## src/rtl/online_arith_pkg.sv

```systemverilog
// Shared definitions for the online-arithmetic blocks: FSM states, digit
// legality bounds and the on-the-fly conversion result width.
package online_arith_pkg;

    typedef enum logic [1:0] {
        ST_IDLE = 2'b00,
        ST_CONV = 2'b01,
        ST_DONE = 2'b10
    } rtb_state_e;

    // One extra bit above ND*L carries the sign of the converted value.
    function automatic int otf_result_width(input int nd, input int l);
        return nd * l + 32'sd1;
    endfunction

    function automatic int digit_max(input int radix);
        return radix - 32'sd1;
    endfunction

    function automatic int digit_min(input int radix);
        return 32'sd1 - radix;
    endfunction

endpackage

```

## src/rtl/otf_digit_step.sv

```systemverilog
// One step of MSD-first on-the-fly conversion: appends a signed digit to the
// Q / QM pair (QM == Q-1) using only shift-and-append selection.
module otf_digit_step #(
    parameter int RADIX_BITS = 2,
    parameter int L          = 1,
    parameter int W          = 10
) (
    input  logic [W-1:0]          q,
    input  logic [W-1:0]          qm,
    input  logic [RADIX_BITS-1:0] d,
    output logic [W-1:0]          q_next,
    output logic [W-1:0]          qm_next
);

    localparam logic [L-1:0] ONES = '1;

    logic [L-1:0] d_lo_s;
    logic [L-1:0] dm1_lo_s;

    // Low L bits of d equal RADIX+d for negative digits, so one slice serves both signs.
    assign d_lo_s   = d[L-1:0];
    assign dm1_lo_s = d_lo_s - L'(1);

    // Select the shift source (Q or QM) and the appended digit by the sign of d.
    always_comb begin
        q_next  = q << L;
        qm_next = qm << L;
        if (d == '0) begin
            q_next  = q << L;
            qm_next = (qm << L) | W'(ONES);
        end else if (d[RADIX_BITS-1]) begin
            q_next  = (qm << L) | W'(d_lo_s);
            qm_next = (qm << L) | W'(dm1_lo_s);
        end else begin
            q_next  = (q << L) | W'(d_lo_s);
            qm_next = (q << L) | W'(dm1_lo_s);
        end
    end

endmodule

```

## src/rtl/redundant_to_binary_converter.sv

```systemverilog
// Serial MSD-first redundant-to-two's-complement converter, one digit per clock.
// Optional digit range checking is built when RTB_DIGIT_CHECK_EN is defined.
module redundant_to_binary_converter
    import online_arith_pkg::*;
#(
    parameter int NO_OF_DIGITS = 8,
    parameter int RADIX_BITS   = 2,
    parameter int RADIX        = 2
) (
    input  logic                                  clk,
    input  logic                                  rst_n,
    input  logic                                  in_valid,
    output logic                                  in_ready,
    input  logic [NO_OF_DIGITS*RADIX_BITS-1:0]    in_dout,
    input  logic [RADIX_BITS-1:0]                 in_cout,
    output logic                                  out_valid,
    input  logic                                  out_ready,
    output logic [otf_result_width(NO_OF_DIGITS+1, $clog2(RADIX))-1:0] out_value,
    output logic                                  out_err
);

    localparam int L     = $clog2(RADIX);
    localparam int ND    = NO_OF_DIGITS + 1;
    localparam int W     = otf_result_width(ND, L);
    localparam int SR_W  = ND * RADIX_BITS;
    localparam int CNT_W = $clog2(ND + 1);

    rtb_state_e              state_r;
    rtb_state_e              state_s;
    logic [SR_W-1:0]         sr_r;
    logic [W-1:0]            q_r;
    logic [W-1:0]            qm_r;
    logic [CNT_W-1:0]        cnt_r;
    logic [W-1:0]            out_value_r;
    logic [RADIX_BITS-1:0]   digit_s;
    logic [W-1:0]            q_step_s;
    logic [W-1:0]            qm_step_s;

    assign digit_s   = sr_r[SR_W-1 -: RADIX_BITS];
    assign in_ready  = (state_r == ST_IDLE);
    assign out_valid = (state_r == ST_DONE);
    assign out_value = out_value_r;

    otf_digit_step #(
        .RADIX_BITS (RADIX_BITS),
        .L          (L),
        .W          (W)
    ) u_step (
        .q       (q_r),
        .qm      (qm_r),
        .d       (digit_s),
        .q_next  (q_step_s),
        .qm_next (qm_step_s)
    );

    // FSM state register.
    always_ff @(posedge clk or negedge rst_n) begin
        if (!rst_n) begin
            state_r <= ST_IDLE;
        end else begin
            state_r <= state_s;
        end
    end

    // FSM next-state logic.
    always_comb begin
        state_s = state_r;
        case (state_r)
            ST_IDLE: begin
                if (in_valid) state_s = ST_CONV;
                else          state_s = ST_IDLE;
            end
            ST_CONV: begin
                if (cnt_r == '0) state_s = ST_DONE;
                else             state_s = ST_CONV;
            end
            ST_DONE: begin
                if (out_ready) state_s = ST_IDLE;
                else           state_s = ST_DONE;
            end
            default: state_s = ST_IDLE;
        endcase
    end

    // Datapath: latch word on accept, shift one digit per CONV cycle, publish on the last.
    always_ff @(posedge clk or negedge rst_n) begin
        if (!rst_n) begin
            sr_r        <= '0;
            q_r         <= '0;
            qm_r        <= '1;
            cnt_r       <= '0;
            out_value_r <= '0;
        end else if (state_r == ST_IDLE && in_valid) begin
            sr_r  <= {in_cout, in_dout};
            q_r   <= '0;
            qm_r  <= '1;
            cnt_r <= CNT_W'(ND - 1);
        end else if (state_r == ST_CONV) begin
            sr_r  <= sr_r << RADIX_BITS;
            q_r   <= q_step_s;
            qm_r  <= qm_step_s;
            cnt_r <= cnt_r - CNT_W'(1);
            if (cnt_r == '0) begin
                out_value_r <= q_step_s;
            end else begin
                out_value_r <= out_value_r;
            end
        end else begin
            sr_r        <= sr_r;
            q_r         <= q_r;
            qm_r        <= qm_r;
            cnt_r       <= cnt_r;
            out_value_r <= out_value_r;
        end
    end

`ifdef RTB_DIGIT_CHECK_EN
    logic err_flag_r;
    logic out_err_r;
    logic illegal_s;

    assign illegal_s = (int'($signed(digit_s)) > digit_max(RADIX)) ||
                       (int'($signed(digit_s)) < digit_min(RADIX));
    assign out_err   = out_err_r;

    // Sticky illegal-digit flag for the word in flight; published with the result.
    always_ff @(posedge clk or negedge rst_n) begin
        if (!rst_n) begin
            err_flag_r <= 1'b0;
            out_err_r  <= 1'b0;
        end else if (state_r == ST_IDLE && in_valid) begin
            err_flag_r <= 1'b0;
        end else if (state_r == ST_CONV) begin
            err_flag_r <= err_flag_r | illegal_s;
            if (cnt_r == '0) begin
                out_err_r <= err_flag_r | illegal_s;
            end else begin
                out_err_r <= out_err_r;
            end
        end else begin
            err_flag_r <= err_flag_r;
            out_err_r  <= out_err_r;
        end
    end
`else
    assign out_err = 1'b0;
`endif

endmodule

```

## config.mk

```make
export PLATFORM = sky130hd
export DESIGN_NAME = redundant_to_binary_converter
export DESIGN_NICKNAME = d
export VERILOG_FILES = /design/src/rtl/online_arith_pkg.sv /design/src/rtl/otf_digit_step.sv /design/src/rtl/redundant_to_binary_converter.sv
export SDC_FILE = /design/constraint.sdc
export NUM_CORES = 1
export LEC_CHECK = 0
export ABC_CLOCK_PERIOD_IN_PS = 3500
export CORE_MARGIN = 5
export CORE_UTILIZATION = 57
export DETAILED_ROUTE_END_ITERATION = 10
export PLACE_DENSITY = 0.83
export SLEW_MARGIN = 20
export SYNTH_ARGS = -nofsm -noshare
export SYNTH_HDL_FRONTEND = slang
export SYNTH_SLANG_ARGS = --single-unit
```

## constraint.sdc

```tcl
create_clock -name clk -period 3.5 [get_ports clk]
set_input_delay 0.7 -clock clk [delete_from_list [all_inputs] [get_ports clk]]
set_output_delay 0.7 -clock clk [all_outputs]
set_load 0.01 [all_outputs]
```

==> results.sh, run 1 <==
export IMPL_wl_per_cell_um=16.2
export IMPL_synth_xor_area_share_pct=0.376
export IMPL_rsz0062_at_grt="no"
export IMPL_syn_inst=234
export IMPL_ys_warn_count=0
export IMPL_grt_overflow_total=0
export IMPL_viasPerCell=5.89
export IMPL_core_area_mm2=0.00397
export IMPL_power_density_mw_per_mm2=909
export IMPL_io_pins=35
export IMPL_synth_top_cell_area_share_pct=46.2
export IMPL_layout_commonest_cell="nand2_1"
export IMPL_leakage_nw=1.14
export IMPL_power_switching_uw=964
export IMPL_synth_area_top_cells="dfrtp_1 (46%), dfstp_2 (10%), nand2_1 (7.4%)"
export IMPL_grt_antenna_before_repair=0
export IMPL_seqPwrFrac_pct=46.3
export IMPL_num_antenna_cells=0
export IMPL_cts_resized=0
export IMPL_nets=283
export IMPL_min_period_ns=2.58
export IMPL_intPower_mw=1.55
export IMPL_finalSetupViolCount=0
export IMPL_clock_fmax_mhz=387
export IMPL_met1Wirelength_um=2150
export IMPL_synth_compound_area_share_pct=20.2
export IMPL_synthAdderAreaFrac_pct=1.08
export IMPL_maxSlewHeadroom_pct=38.1
export IMPL_ant_nets=0
export IMPL_rows=23
export IMPL_grt_max_degree=29
export IMPL_grt_usage_pct=21.0
export IMPL_synth_top_family_by_area="compound AO/OA/AOI/OAI gates"
export IMPL_setup_tns_ns=0
export IMPL_ys_flop_type="dfrtp_1"
export IMPL_pwr_share_clk_pct=14.0
export IMPL_die_h_um=73.9
export IMPL_numCtsBuffers=5
export IMPL_synth_edff_count=0
export IMPL_timing_rr_end="out_value[5]$_DFFE_PN0P_"
export IMPL_drive_gt1_share_pct=10.0
export IMPL_critPathMaxFanout=25
export IMPL_top_layer="met4"
export IMPL_clock_path_buffers=2
export IMPL_die_w_um=73.9
export IMPL_start_util_pct=58.6
export IMPL_finalWirelength_um=5020
export IMPL_insertion_delay_ns=0.31
export IMPL_peakVddDrop_mv=0.371
export IMPL_cts_tree="yes"
export IMPL_cts_root_buf="clkbuf_8"
export IMPL_wl_met3_um=262
export IMPL_grt_pass1_wl_um=8670
export IMPL_synth_seq_cells=52
export IMPL_hold_ws_ns=0.395
export IMPL_path_class="flip-flop to output port"
export IMPL_worstSetupEndpointType="output port"
export IMPL_drtPass1Iterations=5
export IMPL_ys_async_sr_fraction_pct=100
export IMPL_min_path_type="primary input to asynchronous set/reset pin"
export IMPL_hpwl_um=3400
export IMPL_cts_setup_buffers=0
export IMPL_routed_via_count=1826
export IMPL_outcome="completed"
export IMPL_drt_iter0_markers=136
export IMPL_ctsHoldBuffers=0
export IMPL_r2r_slack_ns=1.23
export IMPL_power_frac_comb_pct=39.8
export IMPL_first_global_vias=1809
export IMPL_crit_arrival_ns=1.88
export IMPL_synth_fp_nets=258
export IMPL_drcViolationCount=0
export IMPL_syn_area_mm2=0.00233
export IMPL_cap_violations=0
export IMPL_port_buffers=33
export IMPL_gp_congestion=0.755
export IMPL_worstRegToRegCells=4
export IMPL_synth_top_cell_by_area="dfrtp_1"
export IMPL_r2r_start="state_r[0]$_DFF_PN0_"
export IMPL_synth_distinct_cells=31
export IMPL_cp_start_kind="flip-flop"
export IMPL_slew_viol_final=0
export IMPL_required_ns=2.80
export IMPL_tightestPinTransition_ns=0.924
export IMPL_period_share_pct=73.8
export IMPL_syn_to_final_growth_pct=18.6
export IMPL_avgSynthCellArea_um2=9.95
export IMPL_final_cell_mix="nand2_1 (46), dfrtp_1 (43), clkdlybuf4s50_1 (32), o21ai_0 (17), a31oi_1 (17)"
export IMPL_path_clk_slew_ns=0.09
export IMPL_p_sw_share_pct=38.4
export IMPL_htreeDepth=2
export IMPL_synthMuxAreaShare_pct=4.78
export IMPL_clkSinkCount=52
export IMPL_yosysSeqAreaShare_pct=56.4
export IMPL_dieArea_mm2=0.00546
export IMPL_finClkSkew_ns=0.0126
export IMPL_routed_wl_met2_um=2550
export IMPL_hold_viol_final=0
export IMPL_yosys_area_share_simple_pct=12.3
[how the worst max path moves through the flow]
stage	start	end	slack (ns)	cells after the start
final	state_r[0]$_DFF_PN0_	out_valid	0.92	3
after global routing	state_r[0]$_DFF_PN0_	out_valid	0.78	3
after CTS	state_r[0]$_DFF_PN0_	out_valid	0.91	3
after detailed placement	in_valid	q_r[7]$_DFFE_PN0P_	1.18	3
after global placement	in_valid	q_r[2]$_DFFE_PN0P_	1.26	3
after floorplan	state_r[0]$_DFF_PN0_	out_valid	1.97	3
[worst max-delay path, stage by stage (launching register included)]
cell and delay [ns]:
dfrtp_1 0.86, nand2b_1 0.21, inv_1 0.05, clkdlybuf4s50_1 0.47
[kinds of logic after synthesis]
logic type,count (synthesis)
AO/OA/AOI/OAI,76
AND/OR/NAND/NOR,67
flip-flops,52
buffers and inverters,24
multiplexers,11
adder cells (fa/ha/maj),2
other,1
XOR/XNOR,1
[layer usage]
metal,GRT usage [%],vias up
met4,6.24,0
met1,27.8,892
met3,4.51,7
met5,0,-
li1,-,872
met2,34.6,55
[final cells by class]
class	instances	area, um2
clock inverter	1	7.51
tap	50	62.6
sequential	52	1310
clock buffer	7	86.3
timing repair buffer	39	370
fill	310	1210
multi-input combinational	158	910
inverter	3	11.3
[Yosys cell counts, drive strengths merged (2+ instances only)]
master / count
a31oi: 17
inv: 3
nand2b: 3
dfrtp: 43
mux2i: 10
a21oi: 11
dfstp: 9
ha: 2
o21ai: 18
a22o: 2
nor3b: 2
o22ai: 9
nor2b: 3
a22oi: 16
nand2: 46
nor2: 11
buf: 12
clkbuf: 9
[per-stage QoR]
| step | instances | utilization (%) | cell area (um2) | setup slack [ns] | power, mW |
|---|---|---|---|---|---|
| floorplan | 234 | - | 2330 | 1.97 | 1.81 |
| global placement | 302 | 67.1 | 2670 | 1.26 | 2.12 |
| detailed placement | 302 | 67.1 | 2670 | 1.18 | 2.16 |
| CTS | 310 | 69.5 | 2760 | 0.912 | 2.52 |
| global route | 310 | 69.5 | 2760 | 0.776 | 2.71 |
| finish | 310 | 69.5 | 2760 | 0.916 | 2.51 |
[flip-flops by register name (all words and copies together) (netlist names)]
signal     count
sr_r          18
out_value     10
q_r            9
state_r        2
qm_r           9
cnt_r          4
[power groups by stage]
stage | Clock (mW) | Sequential, mW | Combinational (mW)
final | 0.350 | 1.16 | 0.998
after global routing | 0.379 | 1.20 | 1.13
after CTS | 0.356 | 1.16 | 1.01
after detailed placement | 0 | 1.16 | 1.00
after global placement | 0 | 1.16 | 0.960
after floorplan | 0 | 1.09 | 0.720
(Power assumes the default switching activity.)
==> run 2, diff against run 1 <==
ABC_CLOCK_PERIOD_IN_PS = 2700   (was 3500)
CORE_UTILIZATION = 53   (was 57)
PLACE_DENSITY = 0.78   (was 0.83)
clock period = 2.7 ns   (was 3.5 ns; I/O delays follow)
==> run 2 against run 1 <==
Compared with the run above:
- total power rose by 29%
- critical path depth unchanged
- routed wire length fell by 3.8%
- cell count grew 1.6%
- clock power up 28%
- final area increased by 0.77%
- clock skew down 0.0095 ns
- combinational power up 31%
- largest cell class unchanged
==> results.sh, run 2 (synthesized netlist as in run 1, its figures left out) <==
export IMPL_insertion_delay_ns=0.30
export IMPL_numCtsBuffers=5
export IMPL_hold_viol_final=0
export IMPL_max_stage_delay_ns=0.76
export IMPL_clock_path_buffers=2
export IMPL_grt_overflow_total=0
export IMPL_gp_congestion=0.765
export IMPL_pre_cts_ws_ns=0.693
export IMPL_met1_usage_pct=24.4
export IMPL_first_global_vias=1697
export IMPL_grt_pass1_wl_um=8220
export IMPL_final_cell_mix="nand2_1 (46), dfrtp_1 (43), clkdlybuf4s50_1 (32), o21ai_0 (17), a31oi_1 (17)"
export IMPL_period_share_pct=86.9
export IMPL_grt_antenna_before_repair=0
export IMPL_clkSinkCount=52
export IMPL_path_class="flip-flop to output port"
export IMPL_path_buf_inv=2
export IMPL_hpwl_um=3370
export IMPL_fillerInstances=342
export IMPL_ctsHoldBuffers=0
export IMPL_regMostFlops="sr_r"
export IMPL_start_util_pct=54.2
export IMPL_placed_cell_area_mm2=0.00269
export IMPL_cts_setup_buffers=0
export IMPL_largest_reg_flops=18
export IMPL_die_h_um=76.3
export IMPL_num_antenna_cells=0
export IMPL_syn_to_final_growth_pct=19.5
export IMPL_drtPass1Iterations=4
export IMPL_path_cells="nand2b_1 -> inv_1 -> clkdlybuf4s50_1"
export IMPL_nets=286
export IMPL_hold_ws_ns=0.233
export IMPL_grt_busiest_layer="met2"
export IMPL_layout_commonest_cell="nand2_1"
export IMPL_p_total_mw=3.24
export IMPL_crit_arrival_ns=1.81
export IMPL_ant_nets=0
export IMPL_critPathMaxFanout=24
export IMPL_io_pins=35
export IMPL_drt_iter0_markers=178
export IMPL_worstSetupEndpointType="output port"
export IMPL_grtUsageMet2_pct=26.0
export IMPL_min_period_ns=2.35
export IMPL_min_path_type="primary input to asynchronous set/reset pin"
export IMPL_wl_per_cell_um=15.3
export IMPL_cts_tree="yes"
export IMPL_crit_family="flip-flops"
export IMPL_maxSlewHeadroom_pct=57.2
export IMPL_viasPerCell=5.67
export IMPL_rows=24
export IMPL_cts_resized=0
export IMPL_cp_slowest_cell="dfrtp_1"
export IMPL_leakage_nw=1.16
export IMPL_core_area_mm2=0.00429
export IMPL_cts_root_buf="clkbuf_8"
export IMPL_drive_gt1_share_pct=10.6
export IMPL_slew_viol_final=0
export IMPL_required_ns=2.16
export IMPL_clock_fmax_mhz=426
export IMPL_peakVddDrop_mv=0.395
export IMPL_routed_via_count=1785
export IMPL_finalWirelength_um=4830
export IMPL_r2r_slack_ns=0.83
export IMPL_finalSetupViolCount=0
export IMPL_grt_max_degree=29
export IMPL_cap_violations=0
export IMPL_path_clk_slew_ns=0.08
export IMPL_final_area_mm2=0.00278
export IMPL_grt_usage_pct=17.3
export IMPL_setup_slack_ns=0.354
export IMPL_htreeDepth=2
export IMPL_die_w_um=76.3
export IMPL_port_buffers=33
export IMPL_setup_tns_ns=0
export IMPL_outcome="completed"
export IMPL_drcViolationCount=0
export IMPL_grtUsageMet3_pct=3.19
export IMPL_rsz0062_at_grt="no"
export IMPL_finClkSkew_ns=0.00315
export IMPL_tightestPinTransition_ns=0.641
export IMPL_dieArea_mm2=0.00582
export IMPL_power_density_mw_per_mm2=1160
export IMPL_cp_start_kind="flip-flop"
-- run 2: metal layers --
layer  share of wire [%]  vias up  wire length [um]
met5                   0        -                 0
met4                 1.7        0                84
met3                 5.2        8               251
met2                  46       46              2200
met1                  47      853              2290
li1                    -      878                 -
-- run 2: stage by stage --
step / utilization, % / instances
final: 64.8 / 315
after global routing: 64.8 / 315
after CTS: 64.8 / 315
after detailed placement: 62.7 / 307
after global placement: 62.7 / 307
after floorplan: - / 234
-- run 2: area by class of cell --
type | count | area (um2) | area share, %
Inverter | 3 | 11.3 | 0.405
Multi-Input combinational cell | 158 | 910 | 32.7
Tap cell | 52 | 65.1 | 2.34
Sequential cell | 52 | 1310 | 47.2
Clock buffer | 8 | 90.1 | 3.24
Timing Repair Buffer | 42 | 393 | 14.1
-- run 2: worst reg2reg max path: stages (launching register included) --
cell and delay, ns:
dfrtp_1 0.53, buf_4 0.28, nor2b_1 0.15, buf_4 0.30, nand2_1 0.16, mux2_1 0.34
-- run 2: worst paths after layout --
check | from | to | cells after the start
min in group clk | sr_r[2]$_DFFE_PN0P_ | sr_r[2]$_DFFE_PN0P_ | 2
setup / recovery | state_r[1]$_DFF_PN0_ | out_valid | 3
hold / removal | rst_n | sr_r[4]$_DFFE_PN0P_ | 1
hold reg to reg | sr_r[2]$_DFFE_PN0P_ | sr_r[2]$_DFFE_PN0P_ | 2
setup reg to reg | state_r[0]$_DFF_PN0_ | out_value[0]$_DFFE_PN0P_ | 5
max in group asynchronous | rst_n | qm_r[8]$_DFFE_PN1P_ | 2
-- run 2: power breakdown --
group / switching [mW] / internal [mW] / total, mW / leakage, nW
clock: 0.239 / 0.209 / 0.448 / 0.0455
sequential: 0.294 / 1.19 / 1.48 / 0.629
combinational: 0.690 / 0.620 / 1.31 / 0.484
==> run 3, diff against run 2 <==
CTS_BUF_LIST = sky130_fd_sc_hd__clkbuf_8 sky130_fd_sc_hd__clkbuf_16   (was unset)
REMOVE_ABC_BUFFERS = 1   (was unset)
==> run 3 against run 2 <==
Compared with the run above:
- hold slack better by 0.11 ns
- via count up 1.8%
- first-iteration DRC count is 25% lower
- global-route usage fell by 0.53 points
- sequential power is essentially flat
- sequential cell count unchanged
- clock-buffer cell count decreased by 1
- final area up 0.90%
- critical path depth is 1 lower
- clock skew up 0.0023 ns
- cell count increased by 0.63%
- sequential share of layout area shrank 0.42 points
- critical path type unchanged
- highest routed layer unchanged
==> results.sh, run 3 (synthesized netlist as in run 1, its figures left out) <==
export IMPL_ctsHoldBuffers=0
export IMPL_tightestPinTransition_ns=0.874
export IMPL_maxSlewHeadroom_pct=41.7
export IMPL_cts_tree="yes"
export IMPL_finClkSkew_ns=0.00544
export IMPL_critPathMaxFanout=16
export IMPL_core_area_mm2=0.00429
export IMPL_path_class="flip-flop to output port"
export IMPL_nets=288
export IMPL_finalWirelength_um=4650
export IMPL_min_path_type="primary input to asynchronous set/reset pin"
export IMPL_drt_iter0_markers=134
export IMPL_drcViolationCount=0
export IMPL_placed_cell_area_mm2=0.00271
export IMPL_grt_overflow_total=0
export IMPL_min_period_ns=2.23
export IMPL_numCtsBuffers=5
export IMPL_grt_antenna_before_repair=0
export IMPL_io_pins=35
export IMPL_insertion_delay_ns=0.31
export IMPL_path_cells="nor2_1 -> clkdlybuf4s50_1"
export IMPL_r2r_start="state_r[0]$_DFF_PN0_"
export IMPL_grt_max_degree=42
export IMPL_worstRegToRegCells=4
export IMPL_grt_pass1_wl_um=8190
export IMPL_crit_family="buffers and inverters"
export IMPL_clock_path_buffers=2
export IMPL_outcome="completed"
export IMPL_clkSinkCount=52
export IMPL_viasPerCell=5.73
export IMPL_peakVddDrop_mv=0.513
export IMPL_grt_usage_pct=16.8
export IMPL_start_util_pct=54.2
export IMPL_leakage_nw=1.18
export IMPL_max_stage_delay_ns=0.59
export IMPL_period_share_pct=82.6
export IMPL_die_h_um=76.3
export IMPL_layout_commonest_cell="nand2_1"
export IMPL_hold_viol_final=0
export IMPL_setup_tns_ns=0
export IMPL_ant_nets=0
export IMPL_syn_to_final_growth_pct=20.6
export IMPL_path_buf_inv=1
export IMPL_routed_via_count=1817
export IMPL_num_antenna_cells=0
export IMPL_crit_arrival_ns=1.69
export IMPL_gp_congestion=0.749
export IMPL_cap_violations=0
export IMPL_cts_root_buf="clkbuf_8"
export IMPL_first_global_vias=1747
export IMPL_die_w_um=76.3
export IMPL_cp_slowest_cell="clkdlybuf4s50_1"
export IMPL_drtPass1Iterations=4
export IMPL_cts_resized=0
export IMPL_port_buffers=33
export IMPL_rows=24
export IMPL_dieArea_mm2=0.00582
export IMPL_hpwl_um=3230
export IMPL_worstSetupEndpointType="output port"
export IMPL_wl_per_cell_um=14.7
export IMPL_regMostFlops="sr_r"
export IMPL_power_density_mw_per_mm2=1160
export IMPL_cp_start_kind="flip-flop"
export IMPL_path_clk_slew_ns=0.09
export IMPL_required_ns=2.16
export IMPL_fillerInstances=352
export IMPL_final_cell_mix="nand2_1 (46), dfrtp_1 (43), clkdlybuf4s50_1 (32), o21ai_0 (17), a31oi_1 (17)"
export IMPL_largest_reg_flops=18
export IMPL_finalSetupViolCount=0
export IMPL_slew_viol_final=0
export IMPL_rsz0062_at_grt="no"
export IMPL_drive_gt1_share_pct=11.7
export IMPL_final_area_mm2=0.00281
export IMPL_clock_fmax_mhz=448
export IMPL_htreeDepth=2
export IMPL_cts_setup_buffers=0
export IMPL_r2r_slack_ns=0.86
export IMPL_timing_rr_end="cnt_r[3]$_DFFE_PN0P_"
run 3: cell types whose count changed in the layout (fill, tap and decap cells not counted):
cell,delta
clkbuf_1,-2
inv_1,+1
clkbuf_8,+1
buf_4,+2
run 3: report_power, final:
part	internal [mW]	leakage [nW]	total, mW	switching, mW
Combinational	0.629	0.495	1.32	0.695
Clock	0.230	0.0557	0.474	0.243
Sequential	1.18	0.629	1.46	0.274
Total	2.04	1.18	3.26	1.21
run 3: layout make-up:
class                           instances  area, um2  area share [%]
Clock buffer                            7       96.3            3.43
Tap cell                               52       65.1            2.32
Clock inverter                          1       3.75           0.134
Inverter                                3       11.3           0.401
Multi-Input combinational cell        158        910            32.4
Sequential cell                        52       1310            46.8
Timing Repair Buffer                   44        408            14.5
run 3: routing by layer:
layer | vias up | wire [um] | global-route usage (%)
met3 | 7 | 287 | 4.14
li1 | 876 | - | -
met4 | 0 | 64 | 5.59
met5 | - | 0 | 0
met2 | 49 | 2190 | 27.2
met1 | 885 | 2110 | 22.1
run 3: worst reg2reg max path, delay by kind of cell (launching register included):
| family | cells | cell delay [ns] |
|---|---|---|
| buf+inv | 1 | 0.26 |
| simple gates | 2 | 0.62 |
| flops | 1 | 0.65 |
| mux | 1 | 0.23 |
run 3: worst max-delay path by stage:
| stage | start | slack [ns] | end | cells past startpoint |
|---|---|---|---|---|
| floorplan | cnt_r[0]$_DFFE_PN0P_ | 0.33 | out_value[0]$_DFFE_PN0P_ | 5 |
| global placement | state_r[0]$_DFF_PN0_ | 0.77 | in_ready | 2 |
| detailed placement | in_valid | 0.74 | q_r[4]$_DFFE_PN0P_ | 4 |
| CTS | state_r[0]$_DFF_PN0_ | 0.44 | in_ready | 2 |
| global route | state_r[0]$_DFF_PN0_ | 0.36 | in_ready | 2 |
| finish | state_r[0]$_DFF_PN0_ | 0.47 | in_ready | 2 |
run 3: per-stage QoR:
stage	utilization (%)	total power, mW	hold slack, ns	setup WS (ns)	std cells
2_1_floorplan	-	2.26	0.244	0.331	213
3_3_place_gp	63.0	2.76	0.462	0.771	309
3_5_place_dp	63.0	2.81	0.471	0.740	309
4_1_cts	65.4	3.29	0.374	0.441	317
5_1_grt	65.4	3.53	0.419	0.355	317
6_report	65.4	3.26	0.340	0.469	317
